### src/rtl/cell_bist_ctrl.sv
// cell_bist_ctrl: BIST controller for the standard-cell test bank.
//
// Drives N_PAT pseudo-random 8-bit patterns from a Fibonacci LFSR into the
// cell bank, then flushes for LAT cycles while the bank pipeline drains.
// The 16-bit bank response is compacted into a MISR (CRC-16/CCITT feedback).
// On the final capture the signature is compared against GOLDEN.
//
// Optional feature: define CELL_BIST_DIAG_EN to add the SIG output carrying
// the final signature. Without it, only PASS reports the result.
//
// Ports:
//   CLK    in   1   rising-edge clock
//   RST    in   1   synchronous active-high reset
//   START  in   1   level run request, sampled in IDLE or DONE
//   RESP   in   16  cell bank response, captured in RUN once cnt >= LAT
//   STIM   out  8   registered stimulus to the cell bank
//   BUSY   out  1   high while running
//   DONE   out  1   high while in DONE
//   PASS   out  1   signature matched GOLDEN (valid while DONE)
//   SIG    out  16  final signature (CELL_BIST_DIAG_EN only)
module cell_bist_ctrl #(
   parameter int unsigned N_PAT  = 255,
   parameter int unsigned LAT    = 0,
   parameter logic [7:0]  SEED   = 8'h01,
   parameter logic [15:0] GOLDEN = 16'h0000
) (
   input  logic        CLK,
   input  logic        RST,
   input  logic        START,
   input  logic [15:0] RESP,
   output logic [7:0]  STIM,
   output logic        BUSY,
   output logic        DONE,
   output logic        PASS
`ifdef CELL_BIST_DIAG_EN
   ,
   output logic [15:0] SIG
`endif
);

   // An all-zero seed would lock the LFSR up.
   localparam logic [7:0]  SeedEff  = (SEED == 8'h00) ? 8'h01 : SEED;
   localparam logic [15:0] LastCnt  = 16'(N_PAT + LAT - 1);
   localparam logic [15:0] FlushCnt = 16'(N_PAT);
   localparam logic [15:0] LatCnt   = 16'(LAT);

   typedef enum logic [1:0] {StIdle, StRun, StDone} state_e;

   state_e      state_q, state_d;
   logic [7:0]  lfsr_q, lfsr_d;
   logic [15:0] misr_q, misr_d;
   logic [15:0] cnt_q, cnt_d;
   logic [7:0]  stim_q, stim_d;
   logic        busy_q, busy_d;
   logic        done_q, done_d;
   logic        pass_q, pass_d;
`ifdef CELL_BIST_DIAG_EN
   logic [15:0] sig_q, sig_d;
`endif

   logic [7:0]  lfsr_nxt;
   logic [15:0] misr_upd;
   logic [15:0] cnt_inc;

   always_comb begin
      lfsr_nxt = {lfsr_q[6:0], lfsr_q[7] ^ lfsr_q[5] ^ lfsr_q[4] ^ lfsr_q[3]};
      misr_upd = {misr_q[14:0], 1'b0} ^ (misr_q[15] ? 16'h1021 : 16'h0000) ^ RESP;
      // cnt never exceeds 65534, so the increment cannot wrap.
      cnt_inc  = cnt_q + 16'd1;

      state_d = state_q;
      lfsr_d  = lfsr_q;
      misr_d  = misr_q;
      cnt_d   = cnt_q;
      stim_d  = stim_q;
      busy_d  = busy_q;
      done_d  = done_q;
      pass_d  = pass_q;
`ifdef CELL_BIST_DIAG_EN
      sig_d   = sig_q;
`endif

      unique case (state_q)
         StIdle, StDone: begin
            if (START) begin
               state_d = StRun;
               lfsr_d  = SeedEff;
               misr_d  = 16'h0000;
               cnt_d   = 16'h0000;
               stim_d  = SeedEff;
               busy_d  = 1'b1;
               done_d  = 1'b0;
               pass_d  = 1'b0;
            end
         end
         StRun: begin
            cnt_d  = cnt_inc;
            lfsr_d = lfsr_nxt;
            // Next cycle shows pattern cnt+1 if it exists, otherwise flush zeros.
            stim_d = (cnt_inc < FlushCnt) ? lfsr_nxt : 8'h00;
            // Capture once the first response has emerged from the bank pipeline.
            if (cnt_inc > LatCnt) begin
               misr_d = misr_upd;
            end
            if (cnt_q == LastCnt) begin
               state_d = StDone;
               stim_d  = 8'h00;
               busy_d  = 1'b0;
               done_d  = 1'b1;
               pass_d  = (misr_d == GOLDEN);
`ifdef CELL_BIST_DIAG_EN
               sig_d   = misr_d;
`endif
            end
         end
         default: state_d = StIdle;
      endcase
   end

   always_ff @(posedge CLK) begin
      if (RST) begin
         state_q <= StIdle;
         lfsr_q  <= SeedEff;
         misr_q  <= 16'h0000;
         cnt_q   <= 16'h0000;
         stim_q  <= 8'h00;
         busy_q  <= 1'b0;
         done_q  <= 1'b0;
         pass_q  <= 1'b0;
`ifdef CELL_BIST_DIAG_EN
         sig_q   <= 16'h0000;
`endif
      end else begin
         state_q <= state_d;
         lfsr_q  <= lfsr_d;
         misr_q  <= misr_d;
         cnt_q   <= cnt_d;
         stim_q  <= stim_d;
         busy_q  <= busy_d;
         done_q  <= done_d;
         pass_q  <= pass_d;
`ifdef CELL_BIST_DIAG_EN
         sig_q   <= sig_d;
`endif
      end
   end

   assign STIM = stim_q;
   assign BUSY = busy_q;
   assign DONE = done_q;
   assign PASS = pass_q;
`ifdef CELL_BIST_DIAG_EN
   assign SIG  = sig_q;
`endif

endmodule

### config.mk
export PLATFORM = sky130hd
export DESIGN_NAME = cell_bist_ctrl
export DESIGN_NICKNAME = d
export VERILOG_FILES = /design/src/rtl/cell_bist_ctrl.sv
export SDC_FILE = /design/constraint.sdc
export NUM_CORES = 1
export LEC_CHECK = 0
export ABC_AREA = 1
export CAP_MARGIN = 5
export CORE_MARGIN = 3
export CORE_UTILIZATION = 50
export DETAILED_ROUTE_END_ITERATION = 12
export PLACE_DENSITY = 0.78
export SYNTH_ARGS = -nofsm -noshare
export SYNTH_HDL_FRONTEND = slang
export SYNTH_SLANG_ARGS = --single-unit
### constraint.sdc
create_clock -name CLK -period 5.4 [get_ports CLK]
set_input_delay 1.08 -clock CLK [delete_from_list [all_inputs] [get_ports CLK]]
set_output_delay 1.08 -clock CLK [all_outputs]
set_load 0.005 [all_outputs]
==> results.json <==
{
  "outcome": "finished, final reports clean",
  "fin_nets": 474,
  "p_int_mw": 0.536,
  "hold_depth": 2,
  "fp.dieArea_um2": 6730,
  "clk_latency_ns": 0.30,
  "antenna_found_initial": 0,
  "cts_resized": 0,
  "crit_buf_inv": 0,
  "maxCapViolations": 0,
  "grt_max_degree": 46,
  "startpoint_type": "flip-flop",
  "setup_viol": 0,
  "seq_area_frac_synth": 0.367,
  "max_stage_delay_ns": 0.44,
  "synth.avg_cell_area_um2": 6.68,
  "synthTopCellsByArea": "dfxtp_1, nand2_1, a21oi_1, xor2_1, inv_1",
  "cts_setup_buffers": 0,
  "fin_tns_setup_ns": 0,
  "fin_crit_sh": 0.527,
  "vias_per_cell": 5.17,
  "layout_commonest_cell": "nand2_1",
  "switching_share": 0.272,
  "peakVddDrop_mv": 0.209,
  "path_class": "flip-flop to flip-flop",
  "grt_pass1_wl_mm": 10.9,
  "n_antenna_cell": 0,
  "fmax_ghz": 0.351,
  "vias": 2718,
  "wirelength_mm": 6.22,
  "finalHoldViolations": 0,
  "place_congestion": 0.840,
  "p_switching_mw": 0.200,
  "drive_gt1_frac": 0.0617,
  "io_buffers": 29,
  "cts_inserted_buffers": 5,
  "met1_usage": 0.271,
  "yosysTopAreaCell": "dfxtp_1",
  "design.core.area_um2": 5540,
  "grt_pass1_vias": 2567,
  "cp_slowest_cell": "dfxtp_1",
  "ant_nets": 0,
  "critPathCaptureType": "flip-flop",
  "synth_top_area_share": 0.367,
  "mostFrequentLayoutCells": "nand2_1, dfxtp_1, a21oi_1",
  "synth_area_um2": 2890,
  "tightestPinTransition_ns": 1.19,
  "ys_seq_elements": 53,
  "fp.dieH_um": 82.1,
  "arrival_ns": 2.98,
  "grt-ovfl-total": 0,
  "cpLargestDelayFamily": "simple AND/OR/NAND/NOR gates",
  "synth.distinct_cells": 28,
  "clockBufferDepth": 2,
  "fillers": 565,
  "rrSetupSlack_ns": 2.55,
  "power.density_nw_per_um2": 223,
  "track_usage": 0.202,
  "wire_per_inst_um": 11.8,
  "maxSlewHeadroom": 0.204,
  "worstPathRequired_ns": 5.53,
  "cts_tree": "done",
  "start_util": 0.522,
  "ctsHtreeMaxLevel": 2,
  "p_total_mw": 0.735,
  "rsz0062_at_grt": "no",
  "grt.met2_usage": 0.343,
  "hold_path_class": "flip-flop to flip-flop",
  "min_period_ns": 2.85,
  "drc_errors": 0,
  "met3_usage": 0.0307,
  "crit_chain": "ha_1 -> nand3_2 -> nor2_1 -> nand2_1 -> nand2_1 -> nand3_1 -> nor2_2 -> nand3_4 -> o21ai_0 -> nor2_1 -> nand2_1 -> nor2_1 -> nand2_1 -> a21oi_1",
  "path_max_fanout": 27,
  "clk_pin_slew_ns": 0.09,
  "maxSlewViolCount": 0,
  "root_buffer": "clkbuf_8",
  "reg2reg_depth": 14,
  "netlist_instances": 433,
  "yosys_warnings": 0,
  "cts_hold_buf": 0,
  "area_growth_pct": 13.8,
  "num_rows": 27,
  "finClkSkew_ns": 0.00346,
  "cts.sinks": 53,
  "pwr-share-seq": 0.564,
  "first_pass_iters": 5,
  "p_leak_nw": 1.30,
  "syn-num-nets": 454,
  "p_clk_frac": 0.297,
  "drt_iter0_drc": 140,
  "cp.depth": 14,
  "comb_power_share": 0.139,
  "busiest_layer": "met2",
  "die_w_um": 82.1,
  "crit_top_cell": "nand2_1",
  "io_pins": 30,
  "hpwl_mm": 4.34
}
==> registers in the layout (all words and copies together), names as in the netlist <==
signal,count
misr_q,16
PASS,1
state_q,2
cnt_q,16
lfsr_q,8
BUSY,1
STIM,8
DONE,1
==> Yosys cell counts <==
| cell type | instances |
|---|---|
| nand2_1 | 135 |
| dfxtp_1 | 53 |
| a21oi_1 | 51 |
| inv_1 | 39 |
| nor2_1 | 39 |
| nand3_1 | 18 |
| xor2_1 | 18 |
| nand4_1 | 12 |
| clkbuf_1 | 11 |
| o21ai_1 | 9 |
| o21ai_0 | 6 |
| nand2_2 | 5 |
| xnor2_1 | 5 |
| nor4_1 | 4 |
| or2_2 | 4 |
| buf_1 | 3 |
| o211ai_1 | 3 |
| buf_6 | 2 |
| ha_1 | 2 |
| inv_2 | 2 |
| nand3_2 | 2 |
| nand3b_1 | 2 |
| nor2_4 | 2 |
| o21bai_1 | 2 |
| buf_4 | 1 |
| nand3_4 | 1 |
| nor2_2 | 1 |
| nor2_8 | 1 |
==> layer usage <==
layer / wire [um] / vias up
li1: - / 1424
met1: 2990 / 1234
met2: 2930 / 56
met3: 264 / 4
met4: 42 / 0
met5: 0 / -
==> power by group through the flow <==
stage | Clock [mW] | Sequential [mW] | Combinational, mW
CTS | 0.225 | 0.415 | 0.103
finish | 0.218 | 0.415 | 0.103
global placement | 0 | 0.423 | 0.101
global route | 0.240 | 0.417 | 0.116
detailed placement | 0 | 0.424 | 0.102
floorplan | 0 | 0.421 | 0.0705
==> metrics by stage <==
step,instance area [um^2],std cells,hold WS (ns),setup slack (ns),utilization
2_1_floorplan,2890,433,0.441,3.23,-
3_3_place_gp,3210,518,0.449,2.46,0.579
3_5_place_dp,3210,518,0.454,2.41,0.579
4_1_cts,3290,526,0.468,2.58,0.594
5_1_grt,3290,526,0.488,2.29,0.594
6_report,3290,526,0.464,2.55,0.594
==> path summary, 6_finish.rpt <==
path | start | endpoint
min reg2reg | lfsr_q[2]$_SDFFE_PP0P_ | lfsr_q[2]$_SDFFE_PP0P_
max reg2reg | cnt_q[0]$_SDFFE_PP0P_ | PASS$_SDFFE_PP0P_
max | cnt_q[0]$_SDFFE_PP0P_ | PASS$_SDFFE_PP0P_
min | lfsr_q[2]$_SDFFE_PP0P_ | lfsr_q[2]$_SDFFE_PP0P_
==> kinds of logic (layout without fill, tap and decap cells) <==
| family | count (synthesis) | after routing | share of synthesized area |
|---|---|---|---|
| buffers and inverters | 58 | 79 | 0.0817 |
| XOR/XNOR | 23 | 23 | 0.0696 |
| flip-flops | 53 | 53 | 0.367 |
| adder cells (fa/ha/maj) | 2 | 2 | 0.00865 |
| AND/OR/NAND/NOR | 226 | 226 | 0.346 |
| AO/OA/AOI/OAI | 71 | 71 | 0.127 |
==> worst min-delay path, stage by stage, from the launching register on <==
cell	delay [ns]
dfxtp_1	0.32
nand2_1	0.06
a21oi_1	0.05
==> final cells by class <==
cell class	count	area, um^2	share of cell area
multi-input combinational	322	1600	0.487
sequential	53	1060	0.322
timing repair buffer	30	298	0.0905
inverter	41	154	0.0468
tap	72	90.1	0.0274
clock buffer	5	68.8	0.0209
clock inverter	3	17.5	0.00532
No activity file was read; power rests on OpenSTA's default activity.
